`src/rtl/imem_loader_if.sv`:
```
// rtl/imem_loader_if.sv - byte stream handshake into the instruction memory loader
interface imem_loader_if;
    logic       in_valid;
    logic [7:0] in_data;
    logic       in_ready;

    modport master (output in_valid, output in_data, input in_ready);
    modport slave  (input in_valid, input in_data, output in_ready);
endinterface

```
`src/rtl/imem_loader.sv`:
```
// rtl/imem_loader.sv - boot loader assembling big-endian words into instruction memory
module imem_loader #(
    parameter int ADDR_W = 8,
    parameter int LEN_W  = 16
) (
    input  logic              clock,
    input  logic              reset_n,
    input  logic              start,
    imem_loader_if.slave      in_if,
    output logic              imem_we,
    output logic [ADDR_W-1:0] imem_addr,
    output logic [31:0]       imem_wdata,
    output logic              cpu_hold,
    output logic              done,
    output logic              error,
    output logic [ADDR_W:0]   words_loaded
);
    localparam int CW = LEN_W + 1;
    localparam logic [CW-1:0] MAX_WORDS = {{LEN_W{1'b0}}, 1'b1} << ADDR_W;

    typedef enum logic [2:0] {
        S_IDLE, S_LEN_HI, S_LEN_LO, S_DATA, S_CHECK, S_DONE, S_ERR
    } state_e;

    state_e            state_q, state_d;
    logic [7:0]        len_hi_q, len_hi_d;
    logic [LEN_W-1:0]  len_q, len_d;
    logic [1:0]        byte_cnt_q, byte_cnt_d;
    logic [31:0]       shift_q, shift_d;
    logic [7:0]        csum_q, csum_d;
    logic [ADDR_W:0]   words_q, words_d;
    logic              we_q, we_d;
    logic [ADDR_W-1:0] addr_q, addr_d;
    logic [31:0]       wdata_q, wdata_d;
    logic              hold_q, hold_d;
    logic              done_q, done_d;
    logic              error_q, error_d;

    logic              ready_c;
    logic              xfer;
    logic [LEN_W-1:0]  len_rx;
    logic              last_word;

    assign ready_c = (state_q == S_LEN_HI) || (state_q == S_LEN_LO) ||
                     (state_q == S_DATA)   || (state_q == S_CHECK);
    assign xfer    = in_if.in_valid && ready_c;
    assign len_rx  = {len_hi_q, in_if.in_data};
    // words_q still lags the word being completed: its write lands next cycle
    assign last_word = ({1'b0, len_q} == (CW'(words_q) + CW'(1)));

    always_comb begin
        state_d    = state_q;
        len_hi_d   = len_hi_q;
        len_d      = len_q;
        byte_cnt_d = byte_cnt_q;
        shift_d    = shift_q;
        csum_d     = csum_q;
        words_d    = words_q;
        we_d       = 1'b0;
        addr_d     = addr_q;
        wdata_d    = wdata_q;
        hold_d     = hold_q;
        done_d     = done_q;
        error_d    = error_q;

        if (we_q) begin
            words_d = words_q + {{ADDR_W{1'b0}}, 1'b1};
        end

        case (state_q)
            S_IDLE, S_DONE, S_ERR: begin
                if (start) begin
                    state_d    = S_LEN_HI;
                    csum_d     = 8'h00;
                    words_d    = '0;
                    byte_cnt_d = 2'd0;
                    error_d    = 1'b0;
                    done_d     = 1'b0;
                    hold_d     = 1'b1;
                end
            end
            S_LEN_HI: begin
                if (xfer) begin
                    len_hi_d = in_if.in_data;
                    state_d  = S_LEN_LO;
                end
            end
            S_LEN_LO: begin
                if (xfer) begin
                    len_d = len_rx;
                    if ({1'b0, len_rx} > MAX_WORDS) begin
                        state_d = S_ERR;
                        error_d = 1'b1;
                    end else if (len_rx == '0) begin
                        state_d = S_CHECK;
                    end else begin
                        state_d = S_DATA;
                    end
                end
            end
            S_DATA: begin
                if (xfer) begin
                    shift_d    = {shift_q[23:0], in_if.in_data};
                    csum_d     = csum_q ^ in_if.in_data;
                    byte_cnt_d = byte_cnt_q + 2'd1;
                    if (byte_cnt_q == 2'd3) begin
                        we_d    = 1'b1;
                        addr_d  = words_q[ADDR_W-1:0];
                        wdata_d = {shift_q[23:0], in_if.in_data};
                        if (last_word) begin
                            state_d = S_CHECK;
                        end
                    end
                end
            end
            S_CHECK: begin
                if (xfer) begin
                    if (in_if.in_data == csum_q) begin
                        state_d = S_DONE;
                        done_d  = 1'b1;
                        hold_d  = 1'b0;
                    end else begin
                        state_d = S_ERR;
                        error_d = 1'b1;
                    end
                end
            end
            default: state_d = S_IDLE;
        endcase
    end

    always_ff @(posedge clock) begin
        if (!reset_n) begin
            state_q    <= S_IDLE;
            len_hi_q   <= 8'h00;
            len_q      <= '0;
            byte_cnt_q <= 2'd0;
            shift_q    <= 32'h0;
            csum_q     <= 8'h00;
            words_q    <= '0;
            we_q       <= 1'b0;
            addr_q     <= '0;
            wdata_q    <= 32'h0;
            hold_q     <= 1'b1;
            done_q     <= 1'b0;
            error_q    <= 1'b0;
        end else begin
            state_q    <= state_d;
            len_hi_q   <= len_hi_d;
            len_q      <= len_d;
            byte_cnt_q <= byte_cnt_d;
            shift_q    <= shift_d;
            csum_q     <= csum_d;
            words_q    <= words_d;
            we_q       <= we_d;
            addr_q     <= addr_d;
            wdata_q    <= wdata_d;
            hold_q     <= hold_d;
            done_q     <= done_d;
            error_q    <= error_d;
        end
    end

    assign in_if.in_ready = ready_c;
    assign imem_we        = we_q;
    assign imem_addr      = addr_q;
    assign imem_wdata     = wdata_q;
    assign cpu_hold       = hold_q;
    assign done           = done_q;
    assign error          = error_q;
    assign words_loaded   = words_q;
endmodule
```
`src/flat_wrapper.sv`:
```
// flat-port wrapper written by rule: the top's interface ports become plain ports
module imem_loader_flat 
#(
    parameter int ADDR_W = 8,
    parameter int LEN_W  = 16
)
  (clock, reset_n, start, imem_we, imem_addr, imem_wdata, cpu_hold, done, error, words_loaded, in_if_in_valid, in_if_in_data, in_if_in_ready);
  imem_loader_if in_if_i ();
  input  logic clock;
  input  logic reset_n;
  input  logic start;
  output logic imem_we;
  output logic [ADDR_W-1:0] imem_addr;
  output logic [31:0] imem_wdata;
  output logic cpu_hold;
  output logic done;
  output logic error;
  output logic [ADDR_W:0] words_loaded;
  input wire logic [$bits(in_if_i.in_valid)-1:0] in_if_in_valid;
  input wire logic [$bits(in_if_i.in_data)-1:0] in_if_in_data;
  output wire logic [$bits(in_if_i.in_ready)-1:0] in_if_in_ready;
  assign in_if_i.in_valid = in_if_in_valid;
  assign in_if_i.in_data = in_if_in_data;
  assign in_if_in_ready = in_if_i.in_ready;
  imem_loader #(.ADDR_W(ADDR_W), .LEN_W(LEN_W)) u_core (.clock(clock), .reset_n(reset_n), .start(start), .in_if(in_if_i), .imem_we(imem_we), .imem_addr(imem_addr), .imem_wdata(imem_wdata), .cpu_hold(cpu_hold), .done(done), .error(error), .words_loaded(words_loaded));
endmodule
```
`config.mk`:
```
export PLATFORM = sky130hd
export DESIGN_NAME = imem_loader_flat
export DESIGN_NICKNAME = d
export VERILOG_FILES = /design/src/rtl/imem_loader_if.sv /design/src/rtl/imem_loader.sv /design/src/flat_wrapper.sv
export SDC_FILE = /design/constraint.sdc
export NUM_CORES = 1
export LEC_CHECK = 0
export ABC_AREA = 0
export CORE_UTILIZATION = 50
export CTS_CLUSTER_SIZE = 40
export DETAILED_ROUTE_END_ITERATION = 10
export GPL_ROUTABILITY_DRIVEN = 0
export PLACE_DENSITY = 0.8
export SYNTH_ARGS = -nofsm -noshare
export SYNTH_HDL_FRONTEND = slang
export SYNTH_SLANG_ARGS = --single-unit
```
`constraint.sdc`:
```
create_clock -name clock -period 2 [get_ports clock]
set_clock_uncertainty 0.05 [all_clocks]
set_input_delay 0.5 -clock clock [delete_from_list [all_inputs] [get_ports clock]]
set_output_delay 0.5 -clock clock [all_outputs]
set_load 0.05 [all_outputs]
```
# Word-level counts from Yosys, hierarchy flattened
# Index checks and enable logic that the tools add are counted.
[classes] n_eq_ne=19 bitwise=1 mux=34 magnitude_cmp=1 add_sub_neg=3 reduce_logical=19
[ops] op="$mux 3" count=9
[ops] op="$mux 9" count=3
[ops] op="$eq 16x17->1" count=1
[ops] op="$gt 16x9->1 const B" count=1
[ops] op="$logic_not 16->1" count=1
[ops] op="$mux 8" count=2
[ops] op="$pmux 8 s2" count=1
[ops] op="$pmux 3 s5" count=1
[ops] op="$mux 1" count=11
[ops] op="$add 9x1->10 const B" count=1
[ops] op="$ne 2x1->1 const B" count=5
[ops] op="$ne 2x2->1 const B" count=5
[ops] op="$add 9x1->9 const B" count=1
[ops] op="$eq 3x3->1 const B" count=3
[ops] op="$reduce_and 3->1" count=3
[ops] op="$eq 8x8->1" count=1
[ops] op="$xor 8x8->8" count=1
[ops] op="$reduce_and 7->1" count=1
[ops] op="$eq 3x2->1 const B" count=2
[ops] op="$mux 2" count=3
[ops] op="$reduce_and 2->1" count=3
[ops] op="$reduce_and 6->1" count=1
[ops] op="$pmux 1 s2" count=2
[ops] op="$pmux 2 s2" count=1
[ops] op="other kinds (11)" count=14
[totals] wordCells=90 reg_bits=114

# Logic depth before layout (Yosys ltp)
# Gate-level depths: netlist (run 1).
[depth] depth_word=7 mapped_depth=8

# Worst setup path before layout (run 1)
# Ideal clock, no wire load.
[synth_path] kind="register to register" from="reg u_core.words_q[0] (netlist: u_core.words_loaded[0])" to="reg u_core.state_q[1]" stages_incl_launch_ff=8 slack_ps=-538 n_path_buf=0 setup_time_ps=120 arrival_ps=2368 required_ps=1830 path_cell_list="dfxtp_1 > ha_1 > nand3_1 > nor4_1 > nor3b_1 > a2111oi_2 > a22oi_2 > o31a_1"
[synth_between] elab_chain_cells=4
[synth_lines] element="from (decl)" line_no="imem_loader.sv:31" text="logic [ADDR_W:0] words_q, words_d;"
[synth_lines] element="from (signal assigned)" line_no="imem_loader.sv:154" text="words_q <= words_d;"
[synth_lines] element="$add 9x1->10" line_no="imem_loader.sv:49" text="assign last_word = ({1'b0, len_q} == (CW'(words_q) + CW'(1)));"
[synth_lines] element="$eq 16x17->1" line_no="imem_loader.sv:49"
[synth_lines] element="$ne 2x1->1 (no line)"
[synth_lines] element="$reduce_and 7->1 (no line)"
[synth_lines] element="to (signal assigned)" line_no="imem_loader.sv:148" text="state_q <= state_d;"
[synth_lines] element="to (decl)" line_no="imem_loader.sv:25" text="state_e state_q, state_d;"
# No other way between the ends.
# A chain may end at the register's enable or synchronous reset.

# Worst setup path after layout (run 1)
[layout_path] from="in in_if_in_valid" to="reg u_core.state_q[1]"
[layout_between] elab_chain_cells=3 word_cells_on_any_way=6 classes_between="4 x eq/ne; 2 x reduce/logical"
[layout_lines] element="from (decl)" line_no="flat_wrapper.sv:19" text="input wire logic [$bits(in_if_i.in_valid)-1:0] in_if_in_valid;"
[layout_lines] element="$logic_and 1x1->1 (*)" line_no="imem_loader.sv:46" text="assign xfer = in_if.in_valid && ready_c;"
[layout_lines] element="$ne 2x1->1 (no line)"
[layout_lines] element="$reduce_and 7->1 (no line) (*)"
# Every way passes the cells marked *; elsewhere a longest branch is shown, timed or not.

==> impl_metrics.csv, run 1 <==
group,metric,value,unit
run_status,outcome,"complete, but fails checks",
run_status,violations,"setup timing",
synthesis,synth_area_per_cell,8.15,um2
min_path,hold_class,"register to register",
synthesis,syn_area,5020,um2
sta,finalWorstSetupSlack,-0.113,ns
finish,post-route-util,68.7,%
sta,fin_crit,2.11,ns
synthesis,ys_ff_latch,114,
die,coreArea,9730,um2
critical_path,worst_path_max_delay_cell,"clkdlybuf4s50_1",
sta,timing_max_transition_violations_final,0,
run,cap_violations,0,
global_routing,groute.usage.overall,25.4,%
finish,nFillCells,779,
synthesis,synth-seq-area-share,45.5,%
finish,area_delta_synth_final,33.2,%
synthesis,synthArstFlopShare,0,%
cts,clkTransAtPathRegs,0.06,ns
placed_design,dp_hpwl,8870,um
critical_path,start_kind,"input pin",
sta,tightestPinTransition,0.508,ns
synthesis,synth_top_area_share,45.5,%
global_routing,grt_first_pass_wirelength,20300,um
cts,htree_levels,4,
die,die_width,102,um
cts,cts_sinks,114,
route,dr.pass1.iters,4,
global_routing,grt_max_degree,37,
cts,cts-root-buf,"clkbuf_8",
route,vias_per_cell,5.35,
cts,cts_buffers,17,
power_and_ir_drop,irDropWorstVdd,0.722,mV
cts,cts_tree,"done",
die,dieArea,10400,um2
synthesis,ys_warn_count,0,
route,drt-initial-drc-count,269,
cts,cts.path.max_buffers,2,
critical_path,cp-end-kind,"register",
critical_path,path_class,"input pin to register",
power_and_ir_drop,p_leak,2.50,nW
die,die_y,102,um
sta,hold_viol,0,
global_routing,antenna_found_initial,0,
global_routing,gr-total-overflow,0,
critical_path,critPathArrivalTime,2.47,ns
synthesis,syn_nets,630,
die,start_util,51.6,%
critical_path,worstPathRequired,2.36,ns
finish,drive_above_1_share,24.9,%
critical_path,cpPeakStageDelay,0.50,ns
critical_path,crit_fanout,3,
synthesis,yosysUniqueCellTypes,51,
sta,fmax,0.473,GHz
sta,setup_violations,4,
route,routed_wl,12700,um
synthesis,synth_flop_cell,"dfxtp_1",
critical_path,cp_top_family,"simple AND/OR/NAND/NOR gates",
route,drcViolationCount,0,
critical_path,cp_num_buf_inv,1,
critical_path,path_cells,"clkdlybuf4s50_1 -> or4b_1 -> nor4_4 -> nand3_1 -> a2111oi_4 -> a22oi_2 -> o31a_1",
synthesis,ys_top_cells_by_area,"dfxtp_1, nand2_1, a21boi_0",
sta,fin_crit_sh,106,%
placed_design,io_buffers,65,
power_and_ir_drop,total_power,6.70,mW
synthesis,synth_edf_count,0,
power_and_ir_drop,p_per_area,1000,nW/um2
route,antenna_left,0,
route,route.vias.total,4574,
finish,antenna_cells,0,
synthesis,syn_inst,616,
route,wl_per_cell,14.9,um
die,num_rows,36,
cts,clk_latency,0.52,ns
sta,max_slew_margin,66.1,%
sta,holdWs,0.406,ns
synthesis,yosys.area.top_type,"dfxtp_1",
global_routing,grt_pass1_vias,4342,
finish,nets,723,
sta,rsz0062_at_grt,"true",
die,ios,66,
-- what timing repair did --
| item | 4_1_cts | 5_1_grt |
|---|---|---|
| hold buffers | 0 | 0 |
| setup endpoints to repair | 4 | 9 |
| resized for setup | 8 | 3 |
| setup buffers | 1 | 0 |
| pin swaps | 5 | 5 |
-- layout by cell type, fill, tap and decap left out, drive strengths merged, types with 2 or more instances in the layout --
cell type / count
a211oi: 3
a21oi: 5
o21ai: 11
clkdlybuf4s50: 10
a22oi: 3
xnor2: 10
ha: 2
nor2b: 4
and3: 2
or2: 8
clkinv: 6
o221a: 2
and2: 4
nor3: 4
nor4: 11
inv: 7
dfxtp: 114
a31oi: 2
nand3: 6
buf: 113
nor2: 31
or3: 2
nand2: 194
or4b: 2
bufinv: 2
o21a: 2
mux2i: 4
nand4: 4
o211ai: 2
xor2: 17
clkbuf: 20
a21boi: 97
-- cell type report --
type	instances	area (um2)	share of cell area, %
Sequential cell	114	2320	34.6
Clock buffer	20	445	6.66
Timing Repair Buffer	123	1010	15.1
Multi-Input combinational cell	449	2610	39.0
Tap cell	133	166	2.49
Clock inverter	12	130	1.95
Inverter	4	15.0	0.225
-- synthesized netlist by cell type (2+ instances only) --
cell / number
buf_2: 12
nor4_1: 11
a21boi_0: 82
a21oi_1: 5
nand3_1: 6
and2_1: 4
nand2_1: 194
inv_1: 4
o211ai_1: 2
xor2_1: 17
ha_1: 2
or2_2: 8
o21ai_0: 11
a21boi_1: 15
a211oi_1: 3
mux2i_1: 4
xnor2_1: 10
nor2_1: 31
nand4_1: 4
clkbuf_1: 37
nor3_1: 4
o21a_1: 2
or4b_1: 2
dfxtp_1: 114
a31oi_1: 2
nor2b_1: 4
or3_1: 2
-- metrics by stage --
stage | cell area (um2) | instances | setup slack, ns | TNS [ns]
floorplan | 5090 | 616 | -0.0898 | -0.0922
global placement | 6050 | 822 | -0.667 | -12.99
detailed placement | 6050 | 822 | -0.678 | -16.91
CTS | 6670 | 855 | -0.179 | -0.473
global route | 6690 | 855 | -0.216 | -0.643
finish | 6690 | 855 | -0.113 | -0.290
-- path summary, 6_finish.rpt --
check,slack [ns],end,start,cells after the start
hold reg to reg,0.41,u_core.done,u_core.done,2
setup reg to reg,-0.11,u_core.state_q[1],u_core.byte_cnt_q[0],7
hold / removal,0.41,u_core.done,u_core.done,2
setup / recovery,-0.11,u_core.state_q[1],in_if_in_valid,7
-- sequential cells by signal, summed over array words and instances, names as in the netlist --
register,cells
u_core.byte_cnt_q,2
u_core.state_q,3
u_core.imem_wdata,32
u_core.csum_q,8
u_core.done,1
u_core.len_hi_q,8
u_core.len_q,16
u_core.words_loaded,9
u_core.error,1
u_core.imem_we,1
u_core.shift_q,24
u_core.imem_addr,8
u_core.cpu_hold,1
-- power by group --
part | total, mW | internal, mW | switching (mW)
clock | 2.90 | 1.84 | 1.06
combinational | 1.31 | 0.572 | 0.733
sequential | 2.49 | 2.37 | 0.119
-- layer usage --
layer	vias up	part of all wire [%]	global-route usage, %
met1	2146	42	29.9
met3	24	5.6	6.70
li1	2247	-	-
met2	157	51	42.8
met5	-	0	0
met4	0	2.2	13.1
-- worst min-delay path, stage by stage, from the launching register on --
cell	delay [ns]
dfxtp_1	0.31
inv_1	0.05
a21oi_1	0.05
-- logic make-up after synthesis --
group | share of synthesized area, %
flip-flops | 45.5
buffers and inverters | 4.26
adder cells (fa/ha/maj) | 0.498
XOR/XNOR | 4.71
AO/OA/AOI/OAI | 20.3
AND/OR/NAND/NOR | 23.8
multiplexers | 1.02
Note: power is estimated with default switching activity, not from simulation.
==> run 2, diff against run 1 <==
--- a/config.mk
+++ b/config.mk
@@ -5,8 +5,9 @@
 export SDC_FILE = /design/constraint.sdc
 export NUM_CORES = 1
 export LEC_CHECK = 0
-export ABC_AREA = 0
-export CORE_UTILIZATION = 50
+export ABC_AREA = 1
+export CAP_MARGIN = 25
+export CORE_UTILIZATION = 49
 export CTS_CLUSTER_SIZE = 40
 export DETAILED_ROUTE_END_ITERATION = 10
 export GPL_ROUTABILITY_DRIVEN = 0
==> run 2 against run 1 <==
  * The flow now finishes without violations
  * Global-route usage up 0.25 points
  * Total power up 12%
  * Synthesized cell count fell by 0.81%
  * Maximum frequency is 9.1% higher
  * Final cell count decreased by 0.47%
  * Clock power rose by 9.0%
  * Area after synthesis fell by 5.4%
  * Non-clock buffer count decreased by 16
  * Hold slack worse by 0.020 ns
==> impl_metrics.csv, run 2 <==
group,metric,value,unit
run_status,outcome,"completed",
finish,drive_above_1_share,24.8,%
sta,holdWs,0.386,ns
global_routing,gr-total-overflow,0,
power_and_ir_drop,p_per_area,1180,nW/um2
synthesis,yosysUniqueCellTypes,35,
route,wl_met1,5260,um
synthesis,yosys.area.top_type,"dfxtp_1",
synthesis,post-synth-top-count-cell,"dfxtp_1",
route,route.vias.total,4512,
critical_path,path_class,"register to output pin",
die,dieArea,10100,um2
sta,tightestPinTransition,0.450,ns
critical_path,crit_path_start,"u_core.state_q[2]",
route,drt-initial-drc-count,333,
synthesis,ys_ff_latch,114,
placed_design,place_ws,-0.185,ns
cts,htree_levels,4,
global_routing,groute.usage.overall,25.7,%
sta,fmax,0.517,GHz
finish,final_common_cell,"dfxtp_1",
synthesis,ys_warn_count,0,
synthesis,syn_inst,611,
cts,cts_buffers,17,
cts,cts-root-buf,"clkbuf_8",
sta,fin_setup_tns,0,ns
cts,cts_hold_buf,0,
sta,fin_crit,1.94,ns
route,met2WireLength,5980,um
cts,clkTransAtPathRegs,0.06,ns
synthesis,synth_edf_count,0,
die,coreArea,9330,um2
sta,finalWorstSetupSlack,0.0640,ns
critical_path,critPathArrivalTime,1.39,ns
min_path,hold_class,"input pin to register",
critical_path,reg2reg_slack,0.15,ns
finish,post-route-util,68.3,%
die,die_y,100,um
cts,cts_tree,"done",
finish,layout_common_cells,"dfxtp_1, buf_4, o21ai_0",
finish,nets,722,
finish,area_delta_synth_final,34.0,%
synthesis,synth_common_cells,"dfxtp_1, o21ai_0, nand2_1",
route,dr.pass1.iters,8,
route,antenna_left,0,
critical_path,worstPathRequired,1.45,ns
synthesis,synthArstFlopShare,0,%
critical_path,cpPeakStageDelay,0.38,ns
synthesis,synth-seq-area-share,48.0,%
route,routed_wl,12200,um
die,start_util,50.9,%
critical_path,start_kind,"register",
sta,hold_viol,0,
finish,largest_reg_flops,32,
critical_path,r2r_cells,12,
sta,fin_crit_sh,96.8,%
synthesis,synth_top_area_share,48.0,%
critical_path,path_common_cell,"inv_2",
route,dr_wl_met3,669,um
critical_path,cp-end-kind,"output pin",
min_path,holdCritStartpoint,"reset_n",
die,ios,66,
critical_path,r2r_start,"u_core.words_loaded[0]",
placed_design,placed_area,5670,um2
route,top_layer,"met4",
synthesis,synth_area_per_cell,7.78,um2
placed_design,placed_cells,817,
critical_path,crit_fanout,5,
route,drcViolationCount,0,
power_and_ir_drop,p_leak,2.71,nW
route,vias_per_cell,5.30,
cts,cts_sinks,114,
placed_design,dp_hpwl,8210,um
placed_design,io_buffers,65,
finish,instances_no_fill,851,
route,wl_per_cell,14.4,um
min_path,hold_depth,3,
sta,timing_max_transition_violations_final,0,
die,die_width,100,um
global_routing,grt_max_degree,72,
sta,setup_violations,0,
sta,max_slew_margin,69.9,%
power_and_ir_drop,irDropWorstVdd,0.672,mV
finish,fin_area,6370,um2
power_and_ir_drop,total_power,7.52,mW
critical_path,reg2reg_to,"u_core.state_q[0]",
synthesis,syn_nets,625,
sta,rsz0062_at_grt,"false",
critical_path,path_cells,"inv_2 -> nor3_4 -> inv_2 -> nand2_2 -> buf_12",
die,num_rows,35,
global_routing,antenna_found_initial,1,
global_routing,grt_first_pass_wirelength,20100,um
synthesis,ys_top_cells_by_area,"dfxtp_1, o21ai_0, a21oi_1",
cts,clk_latency,0.52,ns
global_routing,grt_pass1_vias,4194,
critical_path,worst_path_max_delay_cell,"dfxtp_4",
run,cap_violations,0,
synthesis,synth_flop_cell,"dfxtp_1",
min_path,worst_hold_path.endpoint,"u_core.csum_q[1]",
synthesis,syn_area,4750,um2
cts,cts.path.max_buffers,2,
[run 2: cell count changes in the layout (fill, tap and decap cells not counted), moves of 8 or more]
cell,previous run,this run
o21ai_0,11,82
nor2_1,30,45
a21boi_1,15,0
a21oi_1,5,67
nand3_1,5,47
nand2_1,194,74
o21ai_2,0,21
inv_1,4,71
buf_4,107,90
nor4_1,9,1
xor2_1,17,4
a21boi_0,82,0
[run 2: cells by family after synthesis]
group | synth area share (%)
adders and majority gates | 0.527
xor gates and xnor gates | 2.21
and+or+nand+nor | 17.9
AOI/OAI and AO/OA | 22.1
buffers and inverters | 9.22
DFF | 48.0
[run 2: worst max-delay path by stage]
stage | end | slack, ns | cells after the start
floorplan | u_core.state_q[0] | 0.01 | 12
global placement | u_core.state_q[0] | -0.1 | 12
detailed placement | u_core.state_q[1] | -0.19 | 10
CTS | in_if_in_ready | 0.003 | 5
global route | u_core.state_q[1] | 0.002 | 12
finish | in_if_in_ready | 0.06 | 5
[run 2: area by class of cell]
class | count | area, um2
Multi-Input combinational cell | 389 | 2090
Timing Repair Buffer | 107 | 901
Clock inverter | 15 | 205
Inverter | 79 | 297
Sequential cell | 114 | 2290
Tap cell | 129 | 161
Antenna cell | 1 | 2.50
Clock buffer | 17 | 414
Fill cell | 713 | 2960
[run 2: layer usage]
metal  vias to the layer above  GRT usage, %
li1                       2230             -
met1                      2095          31.4
met2                       158          42.6
met3                        29          5.27
met4                         0          13.9
met5                         -             0
[run 2: worst max-delay path, delay by kind of cell (launching register included)]
| family | cells | cell delay, ns |
|---|---|---|
| flip-flops | 1 | 0.38 |
| buffers and inverters | 3 | 0.26 |
| AND/OR/NAND/NOR | 2 | 0.23 |
[run 2: what timing repair did]
action                                  4_1_cts  5_1_grt
gates resized for setup                       7       15
endpoints found under the setup margin        1        4
pin swaps                                     1        3
setup buffers                                 1        0
endpoints found under the hold margin         0        0
[run 2: power by group]
part | switching (mW) | internal [mW] | leakage [nW] | total (mW)
combinational | 1.01 | 0.639 | 1.49 | 1.65
sequential | 0.181 | 2.53 | 0.927 | 2.71
clock | 1.12 | 2.03 | 0.296 | 3.16
total | 2.32 | 5.20 | 2.71 | 7.52
